<file path="src/rtl/uart_tx_fifo.sv">
// Purpose: UART transmitter with a FIFO and its own baud divider. Words are sent LSB first as start, data, optional parity and stop bits.
// Latency: a word pushed into an empty, idle block pulls tx low on the next clk edge. Queued frames follow each other with no idle cycle.
// Backpressure: data_ready drops while the FIFO holds FIFO_DEPTH words. A full FIFO does not pass a word straight through.
//
// Ports:
//   clk, reset          system clock; synchronous active-high reset
//   data_in/data_valid  upstream word; a push happens on data_valid & data_ready
//   data_ready          high when the FIFO has space
//   tx                  registered serial output; idles high
//   busy                high while a frame is in progress or words are queued
//   fifo_count          number of words currently queued
module uart_tx_fifo #(
    parameter int CLKS_PER_BIT = 16,
    parameter int DATA_BITS    = 8,
    parameter int PARITY_MODE  = 1,
    parameter int STOP_BITS    = 1,
    parameter int FIFO_DEPTH   = 4
) (
    input  logic                          clk,
    input  logic                          reset,
    input  logic [DATA_BITS-1:0]          data_in,
    input  logic                          data_valid,
    output logic                          data_ready,
    output logic                          tx,
    output logic                          busy,
    output logic [$clog2(FIFO_DEPTH):0]   fifo_count
);

    // Parameters are checked at elaboration time, so no initial block is needed.
    if (CLKS_PER_BIT < 2) begin : g_bad_cpb
        $error("uart_tx_fifo: CLKS_PER_BIT must be >= 2");
    end
    if (DATA_BITS < 5 || DATA_BITS > 9) begin : g_bad_dbits
        $error("uart_tx_fifo: DATA_BITS must be 5..9");
    end
    if (PARITY_MODE < 0 || PARITY_MODE > 2) begin : g_bad_par
        $error("uart_tx_fifo: PARITY_MODE must be 0, 1 or 2");
    end
    if (STOP_BITS != 1 && STOP_BITS != 2) begin : g_bad_stop
        $error("uart_tx_fifo: STOP_BITS must be 1 or 2");
    end
    if (FIFO_DEPTH < 2 || (FIFO_DEPTH & (FIFO_DEPTH - 1)) != 0) begin : g_bad_depth
        $error("uart_tx_fifo: FIFO_DEPTH must be a power of 2, >= 2");
    end

    localparam int AW = $clog2(FIFO_DEPTH);
    localparam int CW = $clog2(STOP_BITS * CLKS_PER_BIT);
    localparam int BW = $clog2(DATA_BITS);

    localparam logic [AW:0]   CNT_FULL  = (AW+1)'(FIFO_DEPTH);
    localparam logic [CW-1:0] BIT_LAST  = CW'(CLKS_PER_BIT - 1);
    localparam logic [CW-1:0] STOP_LAST = CW'(STOP_BITS * CLKS_PER_BIT - 1);
    localparam logic [BW-1:0] IDX_LAST  = BW'(DATA_BITS - 1);

    typedef enum logic [2:0] {
        IDLE,
        START,
        DATA,
        PARITY,
        STOP
    } state_t;

    // ---------------------------------------------------------------- FIFO
    logic [DATA_BITS-1:0] mem [FIFO_DEPTH];
    logic [AW-1:0]        wr_ptr;
    logic [AW-1:0]        rd_ptr;
    logic [AW:0]          count_q;
    logic                 push;
    logic                 pop;
    logic                 fifo_nempty;
    logic [DATA_BITS-1:0] fifo_head;

    assign data_ready  = (count_q != CNT_FULL);
    assign push        = data_valid & data_ready;
    assign fifo_nempty = (count_q != '0);
    assign fifo_head   = mem[rd_ptr];
    assign fifo_count  = count_q;

    // Pointers are AW bits wide and depth is a power of 2, so they wrap by themselves.
    always_ff @(posedge clk) begin
        if (reset) begin
            wr_ptr  <= '0;
            rd_ptr  <= '0;
            count_q <= '0;
        end else begin
            if (push) wr_ptr <= wr_ptr + AW'(1);
            if (pop)  rd_ptr <= rd_ptr + AW'(1);
            case ({push, pop})
                2'b10:   count_q <= count_q + (AW+1)'(1);
                2'b01:   count_q <= count_q - (AW+1)'(1);
                default: count_q <= count_q;
            endcase
        end
    end

    // The storage array needs no reset; the pointers decide what is valid.
    always_ff @(posedge clk) begin
        if (push) mem[wr_ptr] <= data_in;
    end

    // ----------------------------------------------------------------- FSM
    state_t               state, state_nxt;
    logic [CW-1:0]        cnt, cnt_nxt;
    logic [BW-1:0]        idx, idx_nxt;
    logic [DATA_BITS-1:0] shreg, shreg_nxt;
    logic                 par, par_nxt;
    logic                 tx_q, tx_nxt;
    logic                 load;

    always_ff @(posedge clk) begin
        if (reset) begin
            state <= IDLE;
            cnt   <= '0;
            idx   <= '0;
            shreg <= '0;
            par   <= 1'b0;
            tx_q  <= 1'b1;
        end else begin
            state <= state_nxt;
            cnt   <= cnt_nxt;
            idx   <= idx_nxt;
            shreg <= shreg_nxt;
            par   <= par_nxt;
            tx_q  <= tx_nxt;
        end
    end

    always_comb begin
        state_nxt = state;
        cnt_nxt   = cnt;
        idx_nxt   = idx;
        shreg_nxt = shreg;
        par_nxt   = par;
        tx_nxt    = tx_q;
        load      = 1'b0;
        pop       = 1'b0;

        case (state)
            IDLE: begin
                tx_nxt = 1'b1;
                if (fifo_nempty) load = 1'b1;
            end
            START: begin
                if (cnt == BIT_LAST) begin
                    state_nxt = DATA;
                    cnt_nxt   = '0;
                    idx_nxt   = '0;
                    tx_nxt    = shreg[0];
                    shreg_nxt = shreg >> 1;
                end else begin
                    cnt_nxt = cnt + CW'(1);
                end
            end
            DATA: begin
                if (cnt == BIT_LAST) begin
                    cnt_nxt = '0;
                    if (idx == IDX_LAST) begin
                        if (PARITY_MODE != 0) begin
                            state_nxt = PARITY;
                            tx_nxt    = par;
                        end else begin
                            state_nxt = STOP;
                            tx_nxt    = 1'b1;
                        end
                    end else begin
                        idx_nxt   = idx + BW'(1);
                        tx_nxt    = shreg[0];
                        shreg_nxt = shreg >> 1;
                    end
                end else begin
                    cnt_nxt = cnt + CW'(1);
                end
            end
            PARITY: begin
                if (cnt == BIT_LAST) begin
                    state_nxt = STOP;
                    cnt_nxt   = '0;
                    tx_nxt    = 1'b1;
                end else begin
                    cnt_nxt = cnt + CW'(1);
                end
            end
            STOP: begin
                // The stop period covers every stop bit in one count.
                if (cnt == STOP_LAST) begin
                    if (fifo_nempty) begin
                        load = 1'b1;
                    end else begin
                        state_nxt = IDLE;
                        cnt_nxt   = '0;
                    end
                end else begin
                    cnt_nxt = cnt + CW'(1);
                end
            end
            default: begin
                state_nxt = IDLE;
                cnt_nxt   = '0;
                tx_nxt    = 1'b1;
            end
        endcase

        // Loading a new frame is shared by IDLE and STOP. Out of STOP it drops tx on
        // the same edge, so queued frames run back to back.
        if (load) begin
            pop       = 1'b1;
            shreg_nxt = fifo_head;
            par_nxt   = (PARITY_MODE == 2) ? ~^fifo_head : ^fifo_head;
            tx_nxt    = 1'b0;
            state_nxt = START;
            cnt_nxt   = '0;
        end
    end

    assign tx   = tx_q;
    assign busy = (state != IDLE) | fifo_nempty;

endmodule

</file>
<file path="config.mk">
export PLATFORM = sky130hd
export DESIGN_NAME = uart_tx_fifo
export DESIGN_NICKNAME = d
export VERILOG_FILES = /design/src/rtl/uart_tx_fifo.sv
export SDC_FILE = /design/constraint.sdc
export NUM_CORES = 1
export LEC_CHECK = 0
export CAP_MARGIN = 20
export CORE_ASPECT_RATIO = 2
export CORE_MARGIN = 1
export CORE_UTILIZATION = 35
export DETAILED_ROUTE_END_ITERATION = 10
export SLEW_MARGIN = 20
export SYNTH_ARGS = -nofsm -noshare
export SYNTH_HDL_FRONTEND = slang
export SYNTH_SLANG_ARGS = --single-unit
</file>
<file path="constraint.sdc">
create_clock -name clk -period 2.9 [get_ports clk]
set_clock_uncertainty 0.2 [all_clocks]
set_input_delay 0.58 -clock clk [delete_from_list [all_inputs] [get_ports clk]]
set_output_delay 0.58 -clock clk [all_outputs]
set_load 0.005 [all_outputs]
</file>
==> Flow_metrics.wiki <==
{| class="wikitable"
! Metric !! Value
|-
| Die X || between 60 and 70 um
|-
| Maximum number of pins on one net before global-route repair || 19
|-
| Clock buffer depth || 2
|-
| Antenna violations before repair || 0
|-
| Most common library cells after synthesis || 32 x edfxtp_1, 29 x dfxtp_1, 24 x nor2_1
|-
| Vias/cell || 5.02
|-
| Mapped Area || between 0.002 and 0.003 mm^2
|-
| Non-Filler Instances || around 340
|-
| Family of cells with the greatest summed delay on the critical path || adder cells
|-
| Hold violation total from the final report || 0
|-
| Post-route ant nets || 0
|-
| Number of levels the H-tree was split into || 3
|-
| Synth area leader || edfxtp_1
|-
| Maximum clock rate || around 370 MHz
|-
| Power Density || 1060 mW/mm^2
|-
| Slew at the pin closest to its max-slew limit || 563 ps
|-
| Clock tree from TritonCTS || yes
|-
| Slack of the critical path || between 150 and 200 ps
|-
| Total congestion overflow after global routing || 0
|-
| Crit-path max cell delay || 390 ps
|-
| Crit path time final || approximately 2700 ps
|-
| Worst hold path stage count || 2
|-
| Clock sinks || 61
|-
| Area growth syn-to-layout || 20.0%
|-
| Routed length per placed instance || roughly 15 um
|-
| Register-to-register setup slack || between 150 and 200 ps
|-
| DP Cell Count || 323
|-
| Net Count, Synth || 240
|-
| Synth async-reset ratio || 0%
|-
| Largest driver fanout on the critical path || 9
|-
| Global-route wire length before repair || around 8.5 mm
|-
| Outcome || finished clean
|-
| Power share of the clock group || between 30 and 40%
|-
| Part of the total power dissipated in sequential elements || between 30% and 40%
|-
| Row Count || 45
|-
| Count of flip-flops with a built-in enable after synthesis || 32
|-
| Port buffer count || 16
|-
| Reg-to-reg startpoint || cnt[0]
|-
| Worst Hold Endpoint || idx[2]
|-
| Worst-path clk slew || roughly 60 ps
|-
| Min-Delay Startpoint || idx[2]
|-
| Number of global-route vias before repair || roughly 1,800
|-
| Internal power contribution || about 2.3 mW
|-
| Sw Pwr || approximately 1.1 mW
|-
| Cell area after layout || about 0.0033 mm^2
|-
| Hold-fix buffers at CTS || 0
|-
| Final setup violating endpoints || 0
|-
| Primary FF master, synth || edfxtp_1
|-
| Ratio of final minimum period to clock period || 93.6%
|-
| Number of clock buffers inserted by TritonCTS || 9
|-
| Die height || around 130 um
|-
| Hold/Removal Path Class || reg2reg
|-
| Switching part of the total || 32.6%
|-
| Overall track demand over capacity in global routing || 14.1%
|-
| Via count of the routed design || between 1,500 and 2,000
|-
| Pre-CTS worst setup slack || roughly 110 ps
|-
| Number of top-level pins || 17
|-
| Required time at the worst-slack endpoint || between 2000 and 3000 ps
|-
| DRT Wirelength || 5.01 mm
|-
| Cell area after placement || approximately 0.0030 mm^2
|-
| Worst relative slew slack || 62.2%
|-
| RSZ-0062 raised after global routing || no
|-
| Cell types with the largest area share after synthesis || edfxtp_1 35%, dfxtp_1 21%, mux4_2 6.6%
|-
| Mean instance size in the synthesized netlist || around 12 um^2
|-
| CTS root buf || clkbuf_16
|-
| Clock latency on the worst-skew pair || 320 ps
|-
| Fraction of final layout cells with drive strength greater than 1 || roughly 15%
|-
| Die outline area || slightly above 0.008 mm^2
|-
| Crit-path slowest cell || a2111oi_4
|-
| Worst Reg2Reg Path Length in Cells || 9
|-
| Routability Congestion || 0.789
|-
| Comb power frac || between 30% and 40%
|-
| Warning count from the yosys run || 0
|-
| Inserted Diodes || 0
|-
| Cell variety after synth || 43
|-
| Cell with the most instances after synthesis || edfxtp_1
|-
| Std-Cell Core Area || about 0.0076 mm^2
|-
| Max-Cap Viols || 0
|-
| Buffers plus inverters on the worst setup path || 1
|-
| Finished Core Util || between 40% and 50%
|-
| Worst reg2reg endpoint || fifo_count[2]
|-
| Count of unresolved DRC violations after routing || 0
|-
| Dpl hpwl || roughly 3.7 mm
|-
| Critical path, cell by cell || ha_2, nand3_4, a2111oi_4, ha_1, inv_1, fa_1, xor2_1, or3_1, a21oi_1
|-
| Setup_tns || 0 ps
|-
| Worst vdd ir || between 0.6 and 0.7 mV
|-
| Category of the most critical setup path || reg2reg
|-
| Net total in the final layout || 260
|-
| Initial Util || 36.1%
|-
| Initial detailed-routing violation count || 62
|-
| Mapped Cells || 220
|-
| Arrival @ worst endpoint || approximately 2800 ps
|-
| Final Max Tran Viols || 0
|-
| FF+latch count, synth || 61
|-
| Endpoint class of the critical path || flip-flop
|-
| Static power due to leakage || approximately 1.1 nW
|-
| Sequential element share of the synthesized area || about 56%
|-
| Number of search-and-repair iterations in the first detailed-routing pass || 4
|-
| Yosys top cell area share || 35.0%
|-
| Startpoint kind of the worst setup timing path || flip-flop
|}
==> flip-flops by register name, indices dropped and copies added (netlist names), 2 cells and up, named ones only <==
name and cells:
mem 32, shreg 8, cnt 4, fifo_count 3
idx 3, state 3, rd_ptr 2, wr_ptr 2
==> cells in the final DEF, fill, tap and decap left out, types with 5 or more instances in the layout <==
| cell | instances |
|---|---|
| a211oi_1 | 7 |
| a21oi_1 | 11 |
| and3_1 | 5 |
| clkbuf_16 | 9 |
| clkdlybuf4s50_1 | 16 |
| dfxtp_1 | 29 |
| edfxtp_1 | 32 |
| ha_1 | 7 |
| inv_1 | 7 |
| mux2i_1 | 8 |
| mux4_2 | 8 |
| nand2_1 | 10 |
| nand3_1 | 6 |
| nor2_1 | 24 |
| nor3_1 | 7 |
| xnor2_1 | 9 |
| xor2_1 | 5 |
==> how the worst max path moves through the flow <==
stage,start,to,slack (ps),cells past startpoint
global placement,data_valid,fifo_count[2],150,9
detailed placement,data_valid,fifo_count[2],110,9
floorplan,cnt[0],fifo_count[2],40,11
global route,cnt[0],fifo_count[2],10,9
finish,cnt[0],fifo_count[2],190,9
CTS,cnt[0],fifo_count[2],140,9
==> worst register-to-register path: cells and delay by family (launching register included) <==
kind	cells	cell delay, ps
adders and majority gates	3	860
AOI/OAI and AO/OA	2	540
buffers and inverters	1	60
DFF	1	380
xor gates and xnor gates	1	150
and+or+nand+nor	2	450
==> cell type report <==
type	instances	area (um^2)
multi-input combinational	141	1120
clock buffer	9	225
tap	94	118
sequential	61	1540
inverter	7	26.3
fill	725	4300
timing repair buffer	20	190
clock inverter	7	81.3
==> what timing repair did <==
| action | in CTS | in global routing |
|---|---|---|
| buffers inserted | 0 | 0 |
| resized for setup | 0 | 1 |
| endpoints found under the setup margin | 0 | 1 |
==> stage by stage <==
stage,hold WS (ps),total power [mW]
4_1_cts,267,3.54
5_1_grt,290,3.71
3_3_place_gp,247,2.43
3_5_place_dp,259,2.44
2_1_floorplan,236,2.21
6_report,264,3.48
==> cell families after synthesis <==
logic type	after synthesis	synth area share (%)
compound gates	37	10.1
xor+xnor	14	4.46
fa+ha+maj	9	4.37
buf+inv	18	3.37
flops	61	56.1
mux	17	9.88
simple gates	64	11.7
==> per-layer routing <==
| layer | global-route usage (%) | part of all wire [%] |
|---|---|---|
| met5 | 0 | 0 |
| met1 | 14.0 | 37 |
| met4 | 8.63 | 2.5 |
| met3 | 2.14 | 1.9 |
| met2 | 26.4 | 59 |
==> power by group through the flow <==
| stage | combinational, mW | sequential [mW] | clock [mW] |
|---|---|---|---|
| 6_report | 1.19 | 1.22 | 1.08 |
| 5_1_grt | 1.33 | 1.25 | 1.13 |
| 4_1_cts | 1.21 | 1.22 | 1.10 |
| 3_5_place_dp | 1.20 | 1.24 | 0 |
| 3_3_place_gp | 1.19 | 1.23 | 0 |
| 2_1_floorplan | 1.05 | 1.16 | 0 |
No activity file was read; power rests on OpenSTA's default activity.
